### config.mk
export PLATFORM = sky130hd
export DESIGN_NAME = uart_cmd_arbiter
export DESIGN_NICKNAME = d
export VERILOG_FILES = /design/src/rtl/uart_cmd_arbiter_pkg.sv /design/src/rtl/uart_cmd_arbiter_rr_arbiter.sv /design/src/rtl/uart_cmd_arbiter.sv
export SDC_FILE = /design/constraint.sdc
export NUM_CORES = 1
export LEC_CHECK = 0
export CORE_UTILIZATION = 42
export CTS_CLUSTER_SIZE = 24
export DETAILED_ROUTE_END_ITERATION = 7
export PLACE_DENSITY = 0.77
export SETUP_SLACK_MARGIN = 0.02
export SYNTH_ARGS = -nofsm -noshare
export SYNTH_HDL_FRONTEND = slang
export SYNTH_HIERARCHICAL = 1
export SYNTH_SLANG_ARGS = --single-unit
### constraint.sdc
create_clock -name clk -period 2.7 [get_ports clk]
set_input_delay 0.27 -clock clk [delete_from_list [all_inputs] [get_ports clk]]
set_output_delay 0.27 -clock clk [all_outputs]
set_load 0.02 [all_outputs]
### src/rtl/uart_cmd_arbiter_pkg.sv
// uart_cmd_arbiter_pkg: command field layout, FSM encoding and default sizes.
// Rev 1.0
`default_nettype none

package uart_cmd_arbiter_pkg;

  localparam int DEF_NUM_REQ    = 4;
  localparam int DEF_CMD_WIDTH  = 16;
  localparam int DEF_READ_WIDTH = 8;
  localparam int DEF_TIMEOUT    = 65535;
  localparam int CNT_WIDTH      = 16;

  localparam int RD_BIT   = 15;
  localparam int ADDR_MSB = 14;
  localparam int ADDR_LSB = 8;
  localparam int DATA_MSB = 7;
  localparam int DATA_LSB = 0;

  typedef enum logic [2:0] {
    ST_IDLE     = 3'd0,
    ST_ISSUE    = 3'd1,
    ST_GUARD    = 3'd2,
    ST_BUSY     = 3'd3,
    ST_WAIT_RSP = 3'd4
  } state_t;

endpackage

`default_nettype wire

### src/rtl/uart_cmd_arbiter_rr_arbiter.sv
// rr_arbiter: one-hot round-robin grant, searching upward from ptr with wrap.
// Rev 1.0
`default_nettype none

module rr_arbiter
  import uart_cmd_arbiter_pkg::*;
#(
  parameter int NUM_REQ = DEF_NUM_REQ,
  parameter int PTR_W   = 2
) (
  input  logic [NUM_REQ-1:0] req,
  input  logic [PTR_W-1:0]   ptr,
  output logic [NUM_REQ-1:0] grant
);

  logic [NUM_REQ-1:0] rot_req;
  logic [NUM_REQ-1:0] rot_gnt;

  // Rotate so ptr lands at bit 0, take the lowest set bit, rotate back.
  always_comb begin
    rot_req = NUM_REQ'({req, req} >> ptr);
    rot_gnt = rot_req & (~rot_req + NUM_REQ'(1));
    grant   = NUM_REQ'(({rot_gnt, rot_gnt} << ptr) >> NUM_REQ);
  end

endmodule

`default_nettype wire

### src/rtl/uart_cmd_arbiter.sv
// uart_cmd_arbiter: round-robin sharing of one UART command port between requesters.
// Rev 1.0
`default_nettype none

module uart_cmd_arbiter
  import uart_cmd_arbiter_pkg::*;
#(
  parameter int NUM_REQ    = DEF_NUM_REQ,
  parameter int CMD_WIDTH  = DEF_CMD_WIDTH,
  parameter int READ_WIDTH = DEF_READ_WIDTH,
  parameter int TIMEOUT    = DEF_TIMEOUT
) (
  input  logic                           clk,
  input  logic                           rst,
  input  logic [NUM_REQ-1:0]             m_req,
  input  logic [NUM_REQ*CMD_WIDTH-1:0]   m_cmd,
  output logic [NUM_REQ-1:0]             m_ack,
  output logic [NUM_REQ-1:0]             m_rsp_vld,
  output logic [READ_WIDTH-1:0]          m_rsp_data,
  output logic [NUM_REQ-1:0]             m_err,
  output logic [CMD_WIDTH-1:0]           u_cmd_in,
  output logic                           u_cmd_vld,
  input  logic                           u_cmd_rdy,
  input  logic                           u_read_rdy,
  input  logic [READ_WIDTH-1:0]          u_read_data
);

  localparam int                   PTR_W   = (NUM_REQ > 1) ? $clog2(NUM_REQ) : 1;
  localparam logic [CNT_WIDTH-1:0] TO_LAST = CNT_WIDTH'(TIMEOUT - 1);

  state_t                 state;
  logic [PTR_W-1:0]       rr_ptr;
  logic [CNT_WIDTH-1:0]   cnt;
  logic [NUM_REQ-1:0]     owner;
  logic                   is_read;
  logic                   rsp_done;

  logic [NUM_REQ-1:0]     grant;
  logic [PTR_W-1:0]       win_idx;
  logic [PTR_W-1:0]       next_ptr;
  logic [CMD_WIDTH-1:0]   sel_cmd;
  logic                   capture;

  rr_arbiter #(
    .NUM_REQ (NUM_REQ),
    .PTR_W   (PTR_W)
  ) u_rr_arbiter (
    .req   (m_req),
    .ptr   (rr_ptr),
    .grant (grant)
  );

  always_comb begin
    win_idx = '0;
    sel_cmd = '0;
    for (int i = 0; i < NUM_REQ; i++) begin
      if (grant[i]) begin
        win_idx = PTR_W'(i);
        sel_cmd = m_cmd[i*CMD_WIDTH +: CMD_WIDTH];
      end
    end
    next_ptr = (win_idx == PTR_W'(NUM_REQ - 1)) ? '0 : win_idx + 1'b1;
  end

  // Only the first strobe of an outstanding read, after the command left, is taken.
  assign capture = is_read && !rsp_done && u_read_rdy &&
                   ((state == ST_GUARD) || (state == ST_BUSY) || (state == ST_WAIT_RSP));

  always_ff @(posedge clk) begin
    if (rst) begin
      state      <= ST_IDLE;
      rr_ptr     <= '0;
      cnt        <= '0;
      owner      <= '0;
      is_read    <= 1'b0;
      rsp_done   <= 1'b0;
      u_cmd_vld  <= 1'b0;
      u_cmd_in   <= '0;
      m_ack      <= '0;
      m_rsp_vld  <= '0;
      m_rsp_data <= '0;
      m_err      <= '0;
    end else begin
      m_ack     <= '0;
      m_rsp_vld <= '0;
      m_err     <= '0;
      // Timeout wins over any handshake or capture seen in the same cycle.
      if ((state != ST_IDLE) && (cnt == TO_LAST)) begin
        m_err     <= owner;
        u_cmd_vld <= 1'b0;
        state     <= ST_IDLE;
      end else begin
        if (state != ST_IDLE) cnt <= cnt + 1'b1;
        if (capture) begin
          m_rsp_vld  <= owner;
          m_rsp_data <= u_read_data;
          rsp_done   <= 1'b1;
        end
        case (state)
          ST_IDLE: begin
            if (|m_req) begin
              owner     <= grant;
              rr_ptr    <= next_ptr;
              u_cmd_in  <= sel_cmd;
              is_read   <= sel_cmd[RD_BIT];
              rsp_done  <= 1'b0;
              cnt       <= '0;
              u_cmd_vld <= 1'b1;
              state     <= ST_ISSUE;
            end
          end
          ST_ISSUE: begin
            if (u_cmd_rdy) begin
              u_cmd_vld <= 1'b0;
              m_ack     <= owner;
              state     <= ST_GUARD;
            end
          end
          ST_GUARD: state <= ST_BUSY;
          ST_BUSY: begin
            if (u_cmd_rdy)
              state <= (!is_read || rsp_done || capture) ? ST_IDLE : ST_WAIT_RSP;
          end
          ST_WAIT_RSP: begin
            if (capture) state <= ST_IDLE;
          end
          default: state <= ST_IDLE;
        endcase
      end
    end
  end

endmodule

`default_nettype wire

==> results of run 1 <==
## cell usage after synthesis, types with 6 or more instances
| master | instances |
|---|---|
| buf_2 | 7 |
| a221oi_1 | 16 |
| mux2i_1 | 9 |
| nand2_1 | 61 |
| a31oi_1 | 6 |
| dfxtp_1 | 63 |
| o31a_1 | 17 |
| a21oi_1 | 15 |
| a211oi_1 | 19 |
| clkbuf_1 | 19 |
| and3_1 | 12 |
| nor2_1 | 41 |
## registers in the layout, indices dropped and copies added, names as in the netlist
name,cells
m_ack,4
m_rsp_data,8
u_cmd_in,16
cnt,16
u_cmd_vld,1
m_err,4
rsp_done,1
rr_ptr,2
owner,4
m_rsp_vld,4
state,3
## logic make-up (layout without fill, tap and decap cells)
kind of cell / Yosys count / in the layout
simple gates: 151 / 151
compound gates: 108 / 108
flops: 63 / 63
buf+inv: 33 / 151
mux: 9 / 9
fa+ha+maj: 2 / 2
## metal layers
metal | vias up | track usage
met3 | 18 | 0.0509
met5 | - | 0
met4 | 0 | 0.125
li1 | 1597 | -
met1 | 1544 | 0.278
met2 | 121 | 0.409
## cell usage in the layout (no fill, tap or decap), types with 3 or more instances in the layout
cell type | netlist | routed
mux2i_1 | 9 | 9
o311ai_0 | 4 | 4
a21oi_1 | 15 | 15
dfxtp_1 | 63 | 63
inv_1 | 4 | 4
clkbuf_8 | 0 | 9
o21a_1 | 5 | 5
inv_6 | 0 | 3
and3_1 | 12 | 12
nand3_1 | 5 | 5
o21ai_0 | 5 | 5
or3_1 | 5 | 5
a211oi_1 | 19 | 19
a31oi_1 | 6 | 6
a221oi_1 | 16 | 16
nand2_1 | 61 | 61
buf_4 | 1 | 12
o31a_1 | 17 | 17
nor4_1 | 3 | 3
clkdlybuf4s50_1 | 0 | 116
nor2_1 | 41 | 40
a311oi_1 | 4 | 4
or4_1 | 4 | 4
## power by group through the flow
stage               clock (mW)  combinational, mW  sequential, mW
floorplan                    0              0.250            1.06
global placement             0              0.534            1.03
detailed placement           0              0.543            1.03
CTS                      0.960              0.547            1.01
global route             0.997              0.592            1.02
finish                   0.946              0.546            1.01
## metrics by stage
step / util / total power [mW] / area, sq um / hold WS (ns) / instances
2_1_floorplan: - / 1.31 / 3090 / 0.412 / 366
3_3_place_gp: 0.629 / 1.57 / 4370 / 0.443 / 564
3_5_place_dp: 0.629 / 1.58 / 4370 / 0.454 / 564
4_1_cts: 0.662 / 2.52 / 4590 / 0.466 / 580
5_1_grt: 0.662 / 2.61 / 4590 / 0.475 / 580
6_report: 0.662 / 2.51 / 4590 / 0.465 / 580
## cell type report
cell class                      instances  area, sq um  area share
Timing Repair Buffer                  129         1270       0.277
Clock buffer                            9          124      0.0270
Tap cell                               96          120      0.0261
Clock inverter                          7          103      0.0223
Sequential cell                        63         1260       0.275
Multi-Input combinational cell        270         1690       0.368
Inverter                                6         22.5     0.00490
## critical path: cells and delay by family (launching register included)
| family | cells | cell delay [ns] |
|---|---|---|
| multiplexers | 1 | 0.28 |
| flip-flops | 1 | 0.41 |
| AND/OR/NAND/NOR | 2 | 0.64 |
| AO/OA/AOI/OAI | 1 | 0.69 |
## worst max path at each step
| stage | cells past startpoint | endpoint | from | slack, ns |
|---|---|---|---|---|
| 2_1_floorplan | 9 | u_cmd_in[4]$_SDFFE_PP0P_ | rr_ptr[0]$_SDFFE_PP0P_ | 0.67 |
| 3_3_place_gp | 9 | u_cmd_in[11]$_SDFFE_PP0P_ | m_req[1] | 0.41 |
| 3_5_place_dp | 9 | u_cmd_in[11]$_SDFFE_PP0P_ | m_req[1] | 0.34 |
| 4_1_cts | 4 | m_rsp_data[2]$_SDFFE_PP0P_ | state[1]$_SDFFE_PP0P_ | 0.65 |
| 5_1_grt | 4 | m_rsp_data[4]$_SDFFE_PP0P_ | state[1]$_SDFFE_PP0P_ | 0.49 |
| 6_report | 4 | m_rsp_data[2]$_SDFFE_PP0P_ | state[1]$_SDFFE_PP0P_ | 0.61 |
==> flow_metrics.tcl, run 1 <==
set metrics [dict create \
    outcome "completed" \
    wl_met1_mm 3.74 \
    irDropWorstVdd_mv 0.266 \
    yosys.area_share.simple 0.241 \
    num_antenna_cells 0 \
    synth-seq-area-share 0.408 \
    clk_pin_slew_ns 0.08 \
    drive_gt1_frac 0.0847 \
    hold_path_startpoint "m_rsp_data[4]$_SDFFE_PP0P_" \
    power.density_mw_per_mm2 545 \
    cts_root_buf "clkbuf_8" \
    period_share 0.776 \
    grt_pass1_vias 3174 \
    dp_slack_ns 0.337 \
    r2r-start "state[1]$_SDFFE_PP0P_" \
    dr_wl_met3_microns 476 \
    gp_congestion 0.823 \
    ys.flop_type "dfxtp_1" \
    synth_seq_cells 63 \
    cp.required_ns 2.98 \
    cpPeakStageDelay_ns 0.69 \
    yosys.area.top_type "dfxtp_1" \
    path_class "reg2reg" \
    rsz0062_at_grt "no" \
    skew_ns 0.0135 \
    final-max-slew-violation-count 0 \
    syn_to_final_growth_pct 48.8 \
    power_leakage_nw 1.67 \
    clk_latency_ns 0.35 \
    post-route-min-period_ns 2.09 \
    fmax_ghz 0.477 \
    die_area_sq_mm 0.00770 \
    synth_top_family_by_area "compound AO/OA/AOI/OAI gates" \
    hold_end "m_rsp_data[4]$_SDFFE_PP0P_" \
    crit_arrival_ns 2.37 \
    power_switching_uw 708 \
    clock_sinks 63 \
    wl_mm 8.88 \
    slowest_stage "a21oi_2" \
    post_drt_via_cell_ratio 5.66 \
    cts_tree "built" \
    ys_types 54 \
    synthMuxAreaShare 0.0292 \
    synthArstFlopShare 0 \
    hold_viol_final 0 \
    post_cts_buffers 0 \
    num_vias 3280 \
    reg2reg_slack_ns 0.61 \
    dr.pass1.iters 4 \
    grt_pass1_wl_mm 14.2 \
    worst_setup_path_start_kind "register" \
    setup-tns-final_ns 0 \
    synth-compound-area-share 0.269 \
    cts_resized 0 \
    grt_max_degree 37 \
    synthTopCellsByArea "dfxtp_1 41%, nand2_1 7.4%, nor2_1 5.0%" \
    r2r-end "m_rsp_data[2]$_SDFFE_PP0P_" \
    max_slew_margin 0.454 \
    cp-end-kind "register" \
    ioPinCount 117 \
    hold_depth 2 \
    ys.warnings.count 6 \
    reg2reg_depth 4 \
    holdBufCountCts 0 \
    die_h_microns 87.7 \
    nFillCells 587 \
    rows 30 \
    die_x_microns 87.7 \
    synth_edf_count 0 \
    antenna_found_initial 0 \
    power.share.combinational 0.218 \
    top_layer "met4" \
    io_buffers 116 \
    wl_per_cell_microns 15.3 \
    drtIter0Drc 164 \
    cts_made_buffers 9 \
    synth-xor-area-share 0 \
    yosysTopAreaCellShare 0.408 \
    swShare 0.283 \
    synthAdderAreaFrac 0.00810 \
    setup_slack_ns 0.605 \
    seqPwrFrac 0.405 \
    ant_nets 0 \
    worst_pin_slew_ns 0.819 \
    syn_inst 366 \
    pwr-share-clk 0.378 \
    dp_hpwl_mm 6.41 \
    overflow 0 \
    grtUsageTotal 0.238 \
    htreeDepth 3 \
    crit_chain "nor3_4, nor2_1, a21oi_2, mux2i_1" \
    p_int_mw 1.80 \
    drc 0 \
    drv_cap 0 \
    nets 561 \
    synth.net_count 448 \
    syn_area_sq_mm 0.00309 \
    worst-path-max-fanout 13 \
    core-area_sq_mm 0.00694 \
    wl_met2_mm 4.45 \
    min_path_type "reg2reg" \
    initial_utilization 0.445 \
    clock_path_buffers 2 \
    finalSetupViolations 0 \
    avgSynthCellArea_sq_um 8.44 \
]
(Power assumes the default switching activity.)
==> run 2, diff against run 1 <==
Settings changed: CORE_UTILIZATION 42 to 40.
Clock period 2.7 ns to 1.9 ns, I/O delays scaled along.
==> flow_metrics.tcl, run 2 (synthesis gave the netlist of run 1 again) <==
set metrics [dict create \
    outcome "completed" \
    power_switching_mw 1.01 \
    post-route-min-period_ns 1.89 \
    worst_setup_path_start_kind "register" \
    wl_mm 9.82 \
    drc 0 \
    setup_slack_ns 0.00791 \
    cts_tree "built" \
    gp_congestion 0.894 \
    clock_sinks 63 \
    final-max-slew-violation-count 0 \
    dr.pass1.iters 4 \
    worst-path-max-fanout 8 \
    multi_input_area_sq_mm 0.00183 \
    drv_cap 0 \
    timing.hold.ws_ns 0.409 \
    post_drt_via_cell_ratio 5.64 \
    grtUsageTotal 0.239 \
    grt_pass1_vias 3291 \
    overflow 0 \
    clk_pin_slew_ns 0.07 \
    drtIter0Drc 176 \
    initial_utilization 0.419 \
    finalSetupViolations 0 \
    final_common_cell "clkdlybuf4s50_1" \
    nets 585 \
    cp.required_ns 2.17 \
    fmax_ghz 0.529 \
    crit_arrival_ns 2.16 \
    ioPinCount 117 \
    nFillCells 598 \
    dp_hpwl_mm 6.77 \
    cts_root_buf "clkbuf_8" \
    num_antenna_cells 0 \
    swShare 0.283 \
    skew_ns 0.0136 \
    rows 31 \
    rsz0062_at_grt "yes" \
    antenna_found_initial 0 \
    max_slew_margin 0.706 \
    seq_area_sq_mm 0.00127 \
    path_class "reg2reg" \
    holdBufCountCts 0 \
    seqPwrFrac 0.405 \
    die_area_sq_mm 0.00807 \
    wl_per_cell_microns 16.2 \
    grt_max_degree 27 \
    dp_slack_ns -0.291 \
    p_int_mw 2.56 \
    clk_latency_ns 0.35 \
    die_x_microns 89.9 \
    power.share.combinational 0.265 \
    ant_nets 0 \
    period_share 0.996 \
    irDropWorstVdd_mv 0.412 \
    cp-end-kind "register" \
    cts_made_buffers 9 \
    grt_pass1_wl_mm 15.6 \
    num_vias 3415 \
    clock_path_buffers 2 \
    mostFrequentLayoutCells "115 x clkdlybuf4s50_1, 60 x nand2_1, 59 x dfxtp_1" \
    htreeDepth 3 \
    io_buffers 116 \
    power_leakage_nw 1.85 \
    worst_pin_slew_ns 0.438 \
    pwr-share-clk 0.330 \
    power.density_mw_per_mm2 720 \
    die_h_microns 89.9 \
    syn_to_final_growth_pct 60.5 \
    reg_top3 "cnt x16, u_cmd_in x16, m_rsp_data x8" \
    hold_viol_final 0 \
    core-area_sq_mm 0.00737 \
    min_path_type "in2reg" \
    drive_gt1_frac 0.185 \
]
[run 2: worst paths after layout]
kind	end	slack (ns)	cells after the start	from
max	u_cmd_in[2]$_SDFFE_PP0P_	0.008	8	rr_ptr[0]$_SDFFE_PP0P_
max reg2reg	u_cmd_in[2]$_SDFFE_PP0P_	0.008	8	rr_ptr[0]$_SDFFE_PP0P_
min	m_rsp_data[4]$_SDFFE_PP0P_	0.41	3	u_read_data[4]
min reg2reg	m_rsp_data[1]$_SDFFE_PP0P_	0.46	2	m_rsp_data[1]$_SDFFE_PP0P_
[run 2: stage by stage]
| stage | setup TNS (ns) | cell area [sq um] | utilization | total power, mW | std cells |
|---|---|---|---|---|---|
| after floorplan | 0 | 3100 | - | 1.87 | 366 |
| after global placement | -6.59 | 4580 | 0.621 | 2.29 | 588 |
| after detailed placement | -7.44 | 4580 | 0.621 | 2.31 | 588 |
| after CTS | 0 | 4790 | 0.650 | 3.50 | 604 |
| after global routing | -0.568 | 4960 | 0.672 | 3.75 | 606 |
| final | 0 | 4960 | 0.672 | 3.57 | 606 |
[run 2: layer usage]
metal,track usage,part of all wire,up-vias
li1,-,-,1645
met1,0.270,0.40,1601
met2,0.417,0.50,153
met3,0.0778,0.078,16
met4,0.0941,0.022,0
met5,0,0,-
[run 2: final cells by class]
| type | instances | share of cell area |
|---|---|---|
| multi-input cells | 270 | 0.369 |
| repair buffers | 153 | 0.306 |
| flip-flops and latches | 63 | 0.256 |
| clock buffers | 11 | 0.0305 |
| well taps | 99 | 0.0250 |
| clock inverters | 4 | 0.00909 |
| inverters | 6 | 0.00454 |
[run 2: timing repair]
item                                    CTS  global route
cloned                                    1             0
pin swaps                                 0            20
endpoints found under the hold margin     0             0
resized for setup                         4            34
endpoints found under the setup margin   13            27
setup buffers                             0             2
[run 2: power groups by stage]
stage               registers (mW)  clock network (mW)  logic, mW
global route                  1.45                1.29       1.01
detailed placement            1.47                   0      0.839
floorplan                     1.51                   0      0.361
finish                        1.44                1.18      0.945
global placement              1.47                   0      0.826
CTS                           1.44                1.20      0.853
[run 2: critical path, cell delays in order, from the launching register on]
cell and delay (ns):
dfxtp_4 0.37, a21o_2 0.20, a21oi_2 0.12, o21a_1 0.18, nor2b_4 0.22, buf_8 0.17
a221oi_2 0.07, o31a_1 0.31, a211oi_2 0.17
==> run 3, diff against run 2 <==
Settings changed: CORE_ASPECT_RATIO from default to 1.1.
==> flow_metrics.tcl, run 3 (synthesis gave the netlist of run 1 again) <==
set metrics [dict create \
    gp_congestion 0.850 \
    drive_gt1_frac 0.152 \
    core-area_sq_mm 0.00747 \
    postLayoutCellArea_sq_mm 0.00484 \
    grt_pass1_wl_mm 14.6 \
    finalSetupViolations 0 \
    hold_end "m_rsp_data[0]$_SDFFE_PP0P_" \
    cts_tree "built" \
    cts_root_buf "clkbuf_8" \
    seq_area_sq_mm 0.00127 \
    rsz0062_at_grt "yes" \
    post-route-min-period_ns 1.86 \
    min_path_type "in2reg" \
    mostFrequentLayoutCells "116 x clkdlybuf4s50_1, 61 x nand2_1, 58 x dfxtp_1" \
    clk_latency_ns 0.34 \
    antenna_found_initial 0 \
    path_class "reg2reg" \
    skew_ns 0.00845 \
    drc 0 \
    die_area_sq_mm 0.00808 \
    multi_input_area_sq_mm 0.00176 \
    reg2reg_slack_ns 0.04 \
    syn_to_final_growth_pct 56.8 \
    grtUsageTotal 0.232 \
    power.density_mw_per_mm2 735 \
    dp_slack_ns -0.276 \
    htreeDepth 3 \
    period_share 0.978 \
    initial_utilization 0.413 \
    ant_nets 0 \
    crit_arrival_ns 2.11 \
    num_vias 3254 \
    hold_viol_final 0 \
    cts_made_buffers 9 \
    post_drt_via_cell_ratio 5.37 \
    nFillCells 600 \
    drv_cap 0 \
    dr.pass1.iters 4 \
    num_antenna_cells 0 \
    grt_max_degree 37 \
    wl_mm 8.93 \
    power_mw 3.56 \
    clock_sinks 63 \
    r2r-start "rr_ptr[0]$_SDFFE_PP0P_" \
    grt_pass1_vias 3202 \
    outcome "completed" \
    clk_pin_slew_ns 0.07 \
    irDropWorstVdd_mv 0.505 \
    fmax_ghz 0.538 \
    hold_path_startpoint "u_read_data[0]" \
    r2r-end "u_cmd_in[6]$_SDFFE_PP0P_" \
    fin_util 0.648 \
    worst-path-max-fanout 8 \
    final_common_cell "clkdlybuf4s50_1" \
    reg_top3 "cnt x16, u_cmd_in x16, m_rsp_data x8" \
    nets 579 \
    wl_per_cell_microns 14.7 \
    worst_pin_slew_ns 0.436 \
    power_leakage_nw 1.79 \
    rows 33 \
    drtIter0Drc 166 \
    hold_depth 3 \
    die_h_microns 94.2 \
    die_x_microns 85.8 \
    final-max-slew-violation-count 0 \
    dpl-instance-area_sq_mm 0.00453 \
    max_slew_margin 0.706 \
    worst_setup_path_start_kind "register" \
    cp-end-kind "register" \
    clock_path_buffers 2 \
    reg2reg_depth 8 \
    dp_hpwl_mm 6.36 \
    ioPinCount 117 \
    setup_slack_ns 0.0427 \
    io_buffers 116 \
    timing.hold.ws_ns 0.409 \
    cp.required_ns 2.15 \
    overflow 0 \
]
## run 3: how the worst max path moves through the flow
stage / start / to / slack (ns) / depth (start not counted)
final: rr_ptr[0]$_SDFFE_PP0P_ / u_cmd_in[6]$_SDFFE_PP0P_ / 0.04 / 8
after global routing: rr_ptr[0]$_SDFFE_PP0P_ / u_cmd_in[2]$_SDFFE_PP0P_ / -0.02 / 8
after global placement: m_req[1] / u_cmd_in[13]$_SDFFE_PP0P_ / -0.23 / 9
after detailed placement: m_req[2] / u_cmd_in[7]$_SDFFE_PP0P_ / -0.28 / 9
after floorplan: rr_ptr[0]$_SDFFE_PP0P_ / u_cmd_in[4]$_SDFFE_PP0P_ / 0.06 / 8
after CTS: rr_ptr[0]$_SDFFE_PP0P_ / u_cmd_in[7]$_SDFFE_PP0P_ / 0.03 / 8
## run 3: worst max-delay path, stage by stage (launching register included)
cell	delay, ns
dfxtp_4	0.37
a21o_2	0.20
a21oi_2	0.13
o21a_1	0.16
nor2b_4	0.19
buf_6	0.16
a221oi_1	0.08
o31a_1	0.25
a211oi_1	0.24
## run 3: layout make-up
| type | count | area share |
|---|---|---|
| inverters | 6 | 0.00465 |
| well taps | 105 | 0.0271 |
| multi-input cells | 270 | 0.363 |
| flip-flops and latches | 63 | 0.262 |
| repair buffers | 147 | 0.300 |
| clock inverters | 6 | 0.0178 |
| clock buffers | 9 | 0.0256 |
## run 3: per-stage QoR
step	setup TNS, ns	cells
floorplan	0	366
global placement	-4.55	588
detailed placement	-5.50	588
CTS	0	604
global route	-0.0711	606
finish	0	606
## run 3: timing repair
action | CTS | global route
hold buffers | 0 | 0
pin swaps | 0 | 13
setup endpoints to repair | 16 | 25
buffers inserted | 0 | 2
resized for setup | 6 | 17
gates cloned | 1 | 0
## run 3: power breakdown
group | switching (mW) | internal (mW) | leakage (nW)
clock | 0.522 | 0.728 | 0.105
sequential | 0.0495 | 1.39 | 0.516
combinational | 0.403 | 0.466 | 1.16
## run 3: per-layer routing
layer	vias up	global-route usage	wire (microns)
li1	1629	-	-
met1	1494	0.242	3620
met2	127	0.431	4560
met3	4	0.0764	668
met4	0	0.0861	69
met5	-	0	0
